===== src/rtl/branch_resolver_pkg.sv =====
// Shared LC-3b branch-prediction types: machine word, in-flight entry layout, and a
// saturating-increment helper for the statistics counters.
package branch_resolver_pkg;

    typedef logic [15:0] lc3b_word;

    localparam int unsigned bp_hist_width = 4;

    typedef struct packed {
        lc3b_word                 pc;
        logic                     pred;
        logic [bp_hist_width-1:0] hist;
    } bp_entry_t;

    function automatic lc3b_word sat_inc(input lc3b_word v);
        return (v == 16'hFFFF) ? v : v + 16'd1;
    endfunction

endpackage


===== src/rtl/branch_resolver_bp_fifo.sv =====
// In-flight branch queue: power-of-two depth, wrapping pointers, occupancy counter.
// Clear wins over push and pop.
module bp_fifo #(
    parameter int unsigned Depth = 4,
    parameter int unsigned Width = 21
) (
    input  logic             clk_i,
    input  logic             rst_ni,
    input  logic             push_i,
    input  logic             pop_i,
    input  logic             clear_i,
    input  logic [Width-1:0] wdata_i,
    output logic [Width-1:0] rdata_o,
    output logic             full_o,
    output logic             empty_o
);

    localparam int unsigned PtrW = $clog2(Depth);

    logic [PtrW-1:0]  wr_ptr_q, wr_ptr_d;
    logic [PtrW-1:0]  rd_ptr_q, rd_ptr_d;
    logic [PtrW:0]    count_q, count_d;
    logic [Width-1:0] mem_q [Depth];
    logic             do_push, do_pop;

    assign empty_o = (count_q == '0);
    assign full_o  = (count_q == (PtrW+1)'(Depth));
    assign do_pop  = pop_i & ~empty_o;
    // A pop in the same cycle frees a slot, so push+pop is legal while full.
    assign do_push = push_i & (~full_o | do_pop);
    assign rdata_o = mem_q[rd_ptr_q];

    always_comb begin
        wr_ptr_d = wr_ptr_q;
        rd_ptr_d = rd_ptr_q;
        count_d  = count_q;
        if (clear_i) begin
            wr_ptr_d = '0;
            rd_ptr_d = '0;
            count_d  = '0;
        end else begin
            if (do_push) wr_ptr_d = wr_ptr_q + PtrW'(1);
            if (do_pop)  rd_ptr_d = rd_ptr_q + PtrW'(1);
            count_d = count_q + (PtrW+1)'(do_push) - (PtrW+1)'(do_pop);
        end
    end

    always_ff @(posedge clk_i or negedge rst_ni) begin
        if (!rst_ni) begin
            wr_ptr_q <= '0;
            rd_ptr_q <= '0;
            count_q  <= '0;
        end else begin
            wr_ptr_q <= wr_ptr_d;
            rd_ptr_q <= rd_ptr_d;
            count_q  <= count_d;
        end
    end

    always_ff @(posedge clk_i) begin
        if (do_push && !clear_i) mem_q[wr_ptr_q] <= wdata_i;
    end

endmodule


===== src/rtl/branch_resolver.sv =====
// WB-side gshare companion: tracks in-flight predicted branches, checks them at WB,
// drives predictor update and a one-cycle flush/redirect, and keeps branch statistics.
module branch_resolver
    import branch_resolver_pkg::*;
#(
    parameter int unsigned hist_reg_width = bp_hist_width,
    parameter int unsigned depth          = 4
) (
    input  logic                      clk,
    input  logic                      reset,
    input  logic                      push,
    input  logic                      predict_taken_if,
    input  logic [hist_reg_width-1:0] branch_hist_if,
    input  lc3b_word                  pc_if,
    input  logic                      resolve,
    input  lc3b_word                  pc_wb,
    input  logic                      taken_wb,
    input  lc3b_word                  target_wb,
    output logic                      update_en,
    output logic [hist_reg_width-1:0] branch_hist_wb,
    output logic                      mispredict,
    output lc3b_word                  redirect_pc,
    output logic                      full,
    output logic                      empty,
    output logic                      seq_error,
    output lc3b_word                  br_count,
    output lc3b_word                  mispred_count
);

    localparam int unsigned EntryW = 16 + 1 + hist_reg_width;

    logic [EntryW-1:0]         wr_entry, head;
    lc3b_word                  head_pc;
    logic                      head_pred;
    logic [hist_reg_width-1:0] head_hist;
    logic                      resolve_ok, mispredict_next;

    logic     mispredict_q, seq_error_q, seq_error_d;
    lc3b_word redirect_pc_q, redirect_pc_d;
    lc3b_word br_count_q, br_count_d, mispred_count_q, mispred_count_d;

    assign wr_entry                       = {pc_if, predict_taken_if, branch_hist_if};
    assign {head_pc, head_pred, head_hist} = head;

    assign resolve_ok      = resolve & ~empty;
    assign mispredict_next = resolve_ok & (taken_wb != head_pred);
    assign update_en       = resolve_ok;
    assign branch_hist_wb  = head_hist;

    // A mispredict flushes every younger entry, including one pushed this cycle.
    bp_fifo #(
        .Depth (depth),
        .Width (EntryW)
    ) u_fifo (
        .clk_i   (clk),
        .rst_ni  (reset),
        .push_i  (push & ~mispredict_next),
        .pop_i   (resolve_ok),
        .clear_i (mispredict_next),
        .wdata_i (wr_entry),
        .rdata_o (head),
        .full_o  (full),
        .empty_o (empty)
    );

    always_comb begin
        seq_error_d     = seq_error_q | (resolve & (empty | (head_pc != pc_wb)));
        redirect_pc_d   = redirect_pc_q;
        br_count_d      = resolve_ok ? sat_inc(br_count_q) : br_count_q;
        mispred_count_d = mispredict_next ? sat_inc(mispred_count_q) : mispred_count_q;
        if (mispredict_next) redirect_pc_d = taken_wb ? target_wb : pc_wb + 16'd2;
    end

    always_ff @(posedge clk or negedge reset) begin
        if (!reset) begin
            mispredict_q    <= 1'b0;
            redirect_pc_q   <= '0;
            seq_error_q     <= 1'b0;
            br_count_q      <= '0;
            mispred_count_q <= '0;
        end else begin
            mispredict_q    <= mispredict_next;
            redirect_pc_q   <= redirect_pc_d;
            seq_error_q     <= seq_error_d;
            br_count_q      <= br_count_d;
            mispred_count_q <= mispred_count_d;
        end
    end

    assign mispredict    = mispredict_q;
    assign redirect_pc   = redirect_pc_q;
    assign seq_error     = seq_error_q;
    assign br_count      = br_count_q;
    assign mispred_count = mispred_count_q;

endmodule


===== config.mk =====
export PLATFORM = sky130hd
export DESIGN_NAME = branch_resolver
export DESIGN_NICKNAME = d
export VERILOG_FILES = /design/src/rtl/branch_resolver_pkg.sv /design/src/rtl/branch_resolver_bp_fifo.sv /design/src/rtl/branch_resolver.sv
export SDC_FILE = /design/constraint.sdc
export NUM_CORES = 1
export LEC_CHECK = 0
export BUFFER_PORTS_ARGS = -buffer_cell sky130_fd_sc_hd__buf_2
export CAP_MARGIN = 30
export CORE_UTILIZATION = 56
export CTS_CLUSTER_SIZE = 25
export DETAILED_ROUTE_END_ITERATION = 8
export GPL_TIMING_DRIVEN = 0
export PLACE_DENSITY = 0.8
export SLEW_MARGIN = 20
export SYNTH_ARGS = -nofsm -noshare
export SYNTH_HDL_FRONTEND = slang
export SYNTH_SLANG_ARGS = --single-unit

===== constraint.sdc =====
create_clock -name clk -period 2.97 [get_ports clk]
set_input_delay 0.1485 -clock clk [delete_from_list [all_inputs] [get_ports clk]]
set_output_delay 0.1485 -clock clk [all_outputs]
set_load 0.02 [all_outputs]

-- Word-level counts from Yosys, hierarchy flattened
Memory sizes are Yosys's and may differ from the RTL's.
Cells that the tools add are included.
- memories kept: 1
- memory bits (writable): 84
- output and inout port bits: 57
- bits in registers: 57
- memories (name ; depth ; bits a word ; rd ports ; clocked after Yosys merged registers in ; write ports ; RTL line ; source):
    u_fifo.mem_q ; 4 ; 21 ; 1 ; 0 ; 1 ; branch_resolver_bp_fifo.sv:23 ; logic [Width-1:0] mem_q [Depth];
- reductions and logical operators: 7
- equality and inequality tests: 5
- mux-type cells: 8
- add/sub/neg operators: 7
- bitwise operators: 14
- operators with widths (kind ; count):
    16-bit by 1-bit adder with 16-bit output (second input constant) ; 2
    16-bit equality test (second input constant) ; 2
    16-bit by 2-bit adder with 16-bit output (second input constant) ; 1
    16-bit 2-to-1 mux ; 1
    16-bit != test ; 1
    2-bit 2-to-1 mux ; 4
    1-bit AND ; 6
    1-bit inverter ; 5
    2-bit by 1-bit adder with 2-bit output (second input constant) ; 2
    2-bit AND reduction ; 2
    2-bit nonzero test ; 2
    3-bit by 1-bit adder with 3-bit output ; 1
    3-bit equality test (second input constant) ; 1
    3-bit logical NOT ; 1
    3-bit 2-to-1 mux ; 1
    1-bit OR ; 3
    3-bit by 1-bit subtractor with 3-bit output ; 1
    1-bit 2-to-1 mux ; 2
    1-bit logical AND ; 1
    1-bit logical NOT ; 1
    1-bit != test ; 1

-- Longest topological paths before layout
- depth after elaboration: 10
- mapped depth: 13

-- Cells and area by module
From an unflattened synthesis, not the netlist that was laid out.
- cells, all modules: 428
- area, all modules: 6219.7 um^2
- modules (own cells, without submodules) (module ; cells an instance ; area an instance (um^2) ; times used):
    bp_fifo ; 155 ; 3517.1 ; 1
    branch_resolver ; 273 ; 2702.6 ; 1

-- Worst setup path after synthesis
Ideal clock, no wire load.
- path kind: register to register
- start: reg u_fifo.count_q[2]
- end: reg u_fifo.count_q[2]
- buffers on the path: 1
- library setup time: 0.119 ns
- clock period less this slack: 2.809 ns
- arrival: 2.690 ns
- cell stages (with the launch flop): 13
- slack: 0.161 ns
- cells stage by stage: dfrtp_1 -> nor3_1 -> nand2b_1 -> or2_1 -> buf_6 -> inv_4 -> nor2_4 -> ha_1 -> inv_1 -> fa_1 -> xor2_1 -> xnor2_1 -> nor2_1
- word-level cells in the longest chain between the ends: 10
- RTL lines (element ; RTL line ; source):
    start: declaration ; branch_resolver_bp_fifo.sv:22 ; logic [PtrW:0] count_q, count_d;
    start signal: assignment ; branch_resolver_bp_fifo.sv:56 ; count_q <= count_d;
    3-bit logical NOT * ; branch_resolver_bp_fifo.sv:26 ; assign empty_o = (count_q == '0);
    via empty ; branch_resolver.sv:24 ; output logic empty,
    1-bit inverter * ; branch_resolver.sv:45 ; assign resolve_ok = resolve & ~empty;
    1-bit AND * ; branch_resolver.sv:45 ;
    1-bit AND * ; branch_resolver.sv:46 ; assign mispredict_next = resolve_ok & (taken_wb != head_pred);
    via mispredict_next ; branch_resolver.sv:36 ; logic resolve_ok, mispredict_next;
    1-bit inverter ; branch_resolver.sv:57 ; .push_i (push & ~mispredict_next),
    1-bit AND ; branch_resolver.sv:57 ;
    1-bit AND ; branch_resolver_bp_fifo.sv:30 ; assign do_push = push_i & (~full_o | do_pop);
    3-bit by 1-bit adder with 3-bit output ; branch_resolver_bp_fifo.sv:44 ; count_d = count_q + (PtrW+1)'(do_push) - (PtrW+1)'(do_pop);
    3-bit by 1-bit subtractor with 3-bit output ; branch_resolver_bp_fifo.sv:44 ;
    3-bit 2-to-1 mux * ; branch_resolver_bp_fifo.sv:37 ; if (clear_i) begin
    via u_fifo.count_d[2] ; branch_resolver_bp_fifo.sv:22 ;
Mark *: on every way through the listed nets, which the timed path passes. The rest lies on a longest branch.
A chain may end at the register's enable or synchronous reset.

-- Worst setup path after layout
- start: reg u_fifo.rd_ptr_q[0]
- end: reg u_fifo.count_q[2]
- word-level cells in the longest chain between the ends: 9
- RTL lines (element ; RTL line ; source):
    start: declaration ; branch_resolver_bp_fifo.sv:21 ; logic [PtrW-1:0] rd_ptr_q, rd_ptr_d;
    start signal: assignment ; branch_resolver_bp_fifo.sv:55 ; rd_ptr_q <= rd_ptr_d;
    memory 4 x 21 bit * ; n/a ;
    1-bit != test * ; branch_resolver.sv:46 ;
    1-bit AND * ; branch_resolver.sv:46 ;
    via mispredict_next ; branch_resolver.sv:36 ;
    1-bit inverter ; branch_resolver.sv:57 ;
    1-bit AND ; branch_resolver.sv:57 ;
    1-bit AND ; branch_resolver_bp_fifo.sv:30 ;
    3-bit by 1-bit adder with 3-bit output ; branch_resolver_bp_fifo.sv:44 ;
    3-bit by 1-bit subtractor with 3-bit output ; branch_resolver_bp_fifo.sv:44 ;
    3-bit 2-to-1 mux * ; branch_resolver_bp_fifo.sv:37 ;
    via u_fifo.count_d[2] ; branch_resolver_bp_fifo.sv:22 ;
Marked as above.

==> metrics.md <==
| Metric | Value |
|---|---|
| Outcome | finished, final reports clean |
| Fillers | approximately 690 |
| Slew Limit Fails | 0 |
| Startpoint class of the critical path | flop |
| Layout Utilization | 0.742 |
| 1st-iter DRT viols | 167 |
| Starting Density | 0.578 |
| Initial antenna violation count | 0 |
| Synthesis-stage register bit count | 141 |
| Peak VDD IR | just under 0.5 mV |
| Die Wd | between 100 and 150 um |
| Commonest cells after routing, fill and taps aside | buf_2 (113), edfxtp_1 (84), dfrtp_1 (57), dlygate4sd3_1 (40), xnor2_1 (38) |
| Setup Viol. Count Final | 0 |
| Pin count of the biggest net entering global routing | 58 |
| Fin crit share | 0.937 |
| CTS tree | yes |
| Synth Flop Type | edfxtp_1 |
| Vias | 4243 |
| Maximum clock frequency | 359 MHz |
| Critical path arrival | ~3.2 ns |
| Clk Latency, worst-skew pair | 0.52 ns |
| Worst Tran Pin Value | 0.732 ns |
| Req. time, crit path | 3.38 ns |
| Die area | 11700 um^2 |
| Global Route Usage Sum | 0.250 |
| Drt wl/cell | 17.5 um |
| Mapped Nets | 512 |
| Synth Cell Area | 6300 um^2 |
| Layout area overhead | 28.3% |
| Most common cell after layout, fill and taps aside | buf_2 |
| Lkg Pwr | about 3.3 nW |
| Final layout net count | approximately 690 |
| Top cell type's share of synthesized area | 0.400 |
| Crit end category | flop |
| First-pass iteration count of the detailed router | 4 |
| Total core area | 10900 um^2 |
| Ports | 115 |
| Final WL | 13500 um |
| Register area share after synthesis | 0.627 |
| Port bufs | 111 |
| Clock Skew | between 0.007 and 0.008 ns |
| Final Hold Vio Count | 0 |
| Ys async rst share | 0.404 |
| Avg Cell Area, Syn | 14.2 um^2 |
| Root Buffer | clkbuf_8 |
| R2R cell count | 13 |
| Share of cells above drive strength 1 | 0.291 |
| Clock Tree Buf Depth | 2 |
| Post-DRT Antenna Nets | 0 |
| Post-synth top area cell | edfxtp_1 |
| Cts bufs inserted | 17 |
| Hold Crit Class | in -> reg |
| Number of synthesized flops with an enable pin | 84 |
| Crit-path max FO | 8 |
| Synth Warn # | 0 |
| Critical path class | reg -> reg |
| Top post-synthesis cells by area | edfxtp_1 (40%), dfrtp_1 (23%), xnor2_1 (5.3%), mux4_2 (4.3%), mux2i_1 (4.0%) |
| Hold depth | 4 |
| Vias in the first global route | around 4300 |
| Rel. slew slack | 0.507 |
| Total gr overflow | 0 |
| Die H | 108 um |
| H-tree depth | 4 |
| Total power | 0.00698 W |
| Post-Syn Instances | 444 |
| Antenna cells | 0 |
| DP Wirelength | 9160 um |
| Number of vias per cell | 5.49 |
| GP Congestion | 0.873 |
| Rows | 38 |
| Clock transition at the registers of the reported paths | 0.06 ns |
| Synth cell types | between 40 and 50 |
| First-pass GRT wire length | 21300 um |
| DRC | 0 |
| CTS sink cnt | 141 |
| Max-capacitance violation count | 0 |
| Period minus WS final | around 2.8 ns |
| Pwr Density | between 800 and 900 nW/um^2 |
## power by group
group	total [W]	internal, W	switching [W]
logic	0.00218	0.000912	0.00127
clock network	0.00201	0.00114	0.000865
registers	0.00278	0.00254	0.000243
total	0.00698	0.00459	0.00238
## cell usage after synthesis (4+ instances only)
cell      number
a21oi_1        4
and2_1         6
buf_2          4
clkbuf_1       6
dfrtp_1       57
edfxtp_1      84
ha_1           9
inv_1         13
mux2i_1       25
mux4_2        12
nand2_1       37
nand3_1       18
nand4_1       16
nor2_1        18
nor3_1         7
nor4_1         7
o21ai_0       20
xnor2_1       38
xor2_1        25
## path summary, 6_finish.rpt
| check | slack [ns] | to | startpoint |
|---|---|---|---|
| max | 0.19 | u_fifo.count_q[2] | u_fifo.rd_ptr_q[0] |
| min | 0.05 | redirect_pc[1] | pc_wb[1] |
| max reg2reg | 0.19 | u_fifo.count_q[2] | u_fifo.rd_ptr_q[0] |
| min reg2reg | 0.48 | redirect_pc[10] | redirect_pc[10] |
| max in group asynchronous | 2.26 | br_count[0] | reset |
| min in group asynchronous | 0.22 | redirect_pc[5] | reset |
## registers in the layout, summed over array words and instances, names as in the netlist
name / flops
u_fifo.mem_q: 84
br_count: 16
mispred_count: 16
redirect_pc: 16
u_fifo.count_q: 3
u_fifo.rd_ptr_q: 2
u_fifo.wr_ptr_q: 2
mispredict: 1
seq_error: 1
## worst max-delay path, stage by stage, from the launching register on
cell and delay (ns):
dfrtp_1 0.35, buf_6 0.10, mux4_2 0.55, xnor2_4 0.25
or2_1 0.15, buf_6 0.13, inv_4 0.06, nor2_4 0.13
ha_1 0.16, inv_1 0.04, fa_1 0.37, xor2_1 0.16
xnor2_1 0.16, nor2_1 0.05
## through the flow
step	TNS (ns)	hold slack, ns	std cells	cell area (um^2)	setup slack [ns]
6_report	0	0.0463	773	8080	0.186
4_1_cts	0	0.0114	771	8060	0.115
5_1_grt	-0.00248	0.0800	773	8080	-0.00248
3_5_place_dp	-0.230	0.250	699	7090	-0.0234
3_3_place_gp	-9.91	0.358	695	7030	-0.124
2_1_floorplan	0	-0.147	444	6300	0.161
## kinds of logic after synthesis
group	Yosys count	synth area share
flops	141	0.627
mux	43	0.101
xor+xnor	64	0.0920
fa+ha+maj	10	0.0211
simple gates	121	0.0973
buf+inv	30	0.0240
compound gates	35	0.0381
## per-layer routing
| layer | track usage | part of all wire | up-vias |
|---|---|---|---|
| li1 | - | - | 1997 |
| met1 | 0.298 | 0.41 | 2083 |
| met2 | 0.431 | 0.52 | 132 |
| met3 | 0.0530 | 0.046 | 31 |
| met4 | 0.117 | 0.026 | 0 |
| met5 | 0 | 0 | - |
## layout make-up
cell class / instances / area, um^2 / share of cell area
plain buffers: 16 / 98.8 / 0.0122
clock buffers: 18 / 418 / 0.0517
clock inverters: 14 / 149 / 0.0184
inverters: 14 / 55.1 / 0.00681
multi-input cells: 273 / 2200 / 0.273
flip-flops and latches: 141 / 3950 / 0.489
well taps: 140 / 175 / 0.0217
repair buffers: 157 / 1030 / 0.128
## repair_timing
item | CTS | global route
gates resized for setup | 2 | 2
endpoints found under the hold margin | 158 | 0
buffers inserted | 0 | 2
endpoints found under the setup margin | 18 | 1
hold buffers | 40 | 0
pin swaps | 0 | 3
No activity file was read; power rests on OpenSTA's default activity.
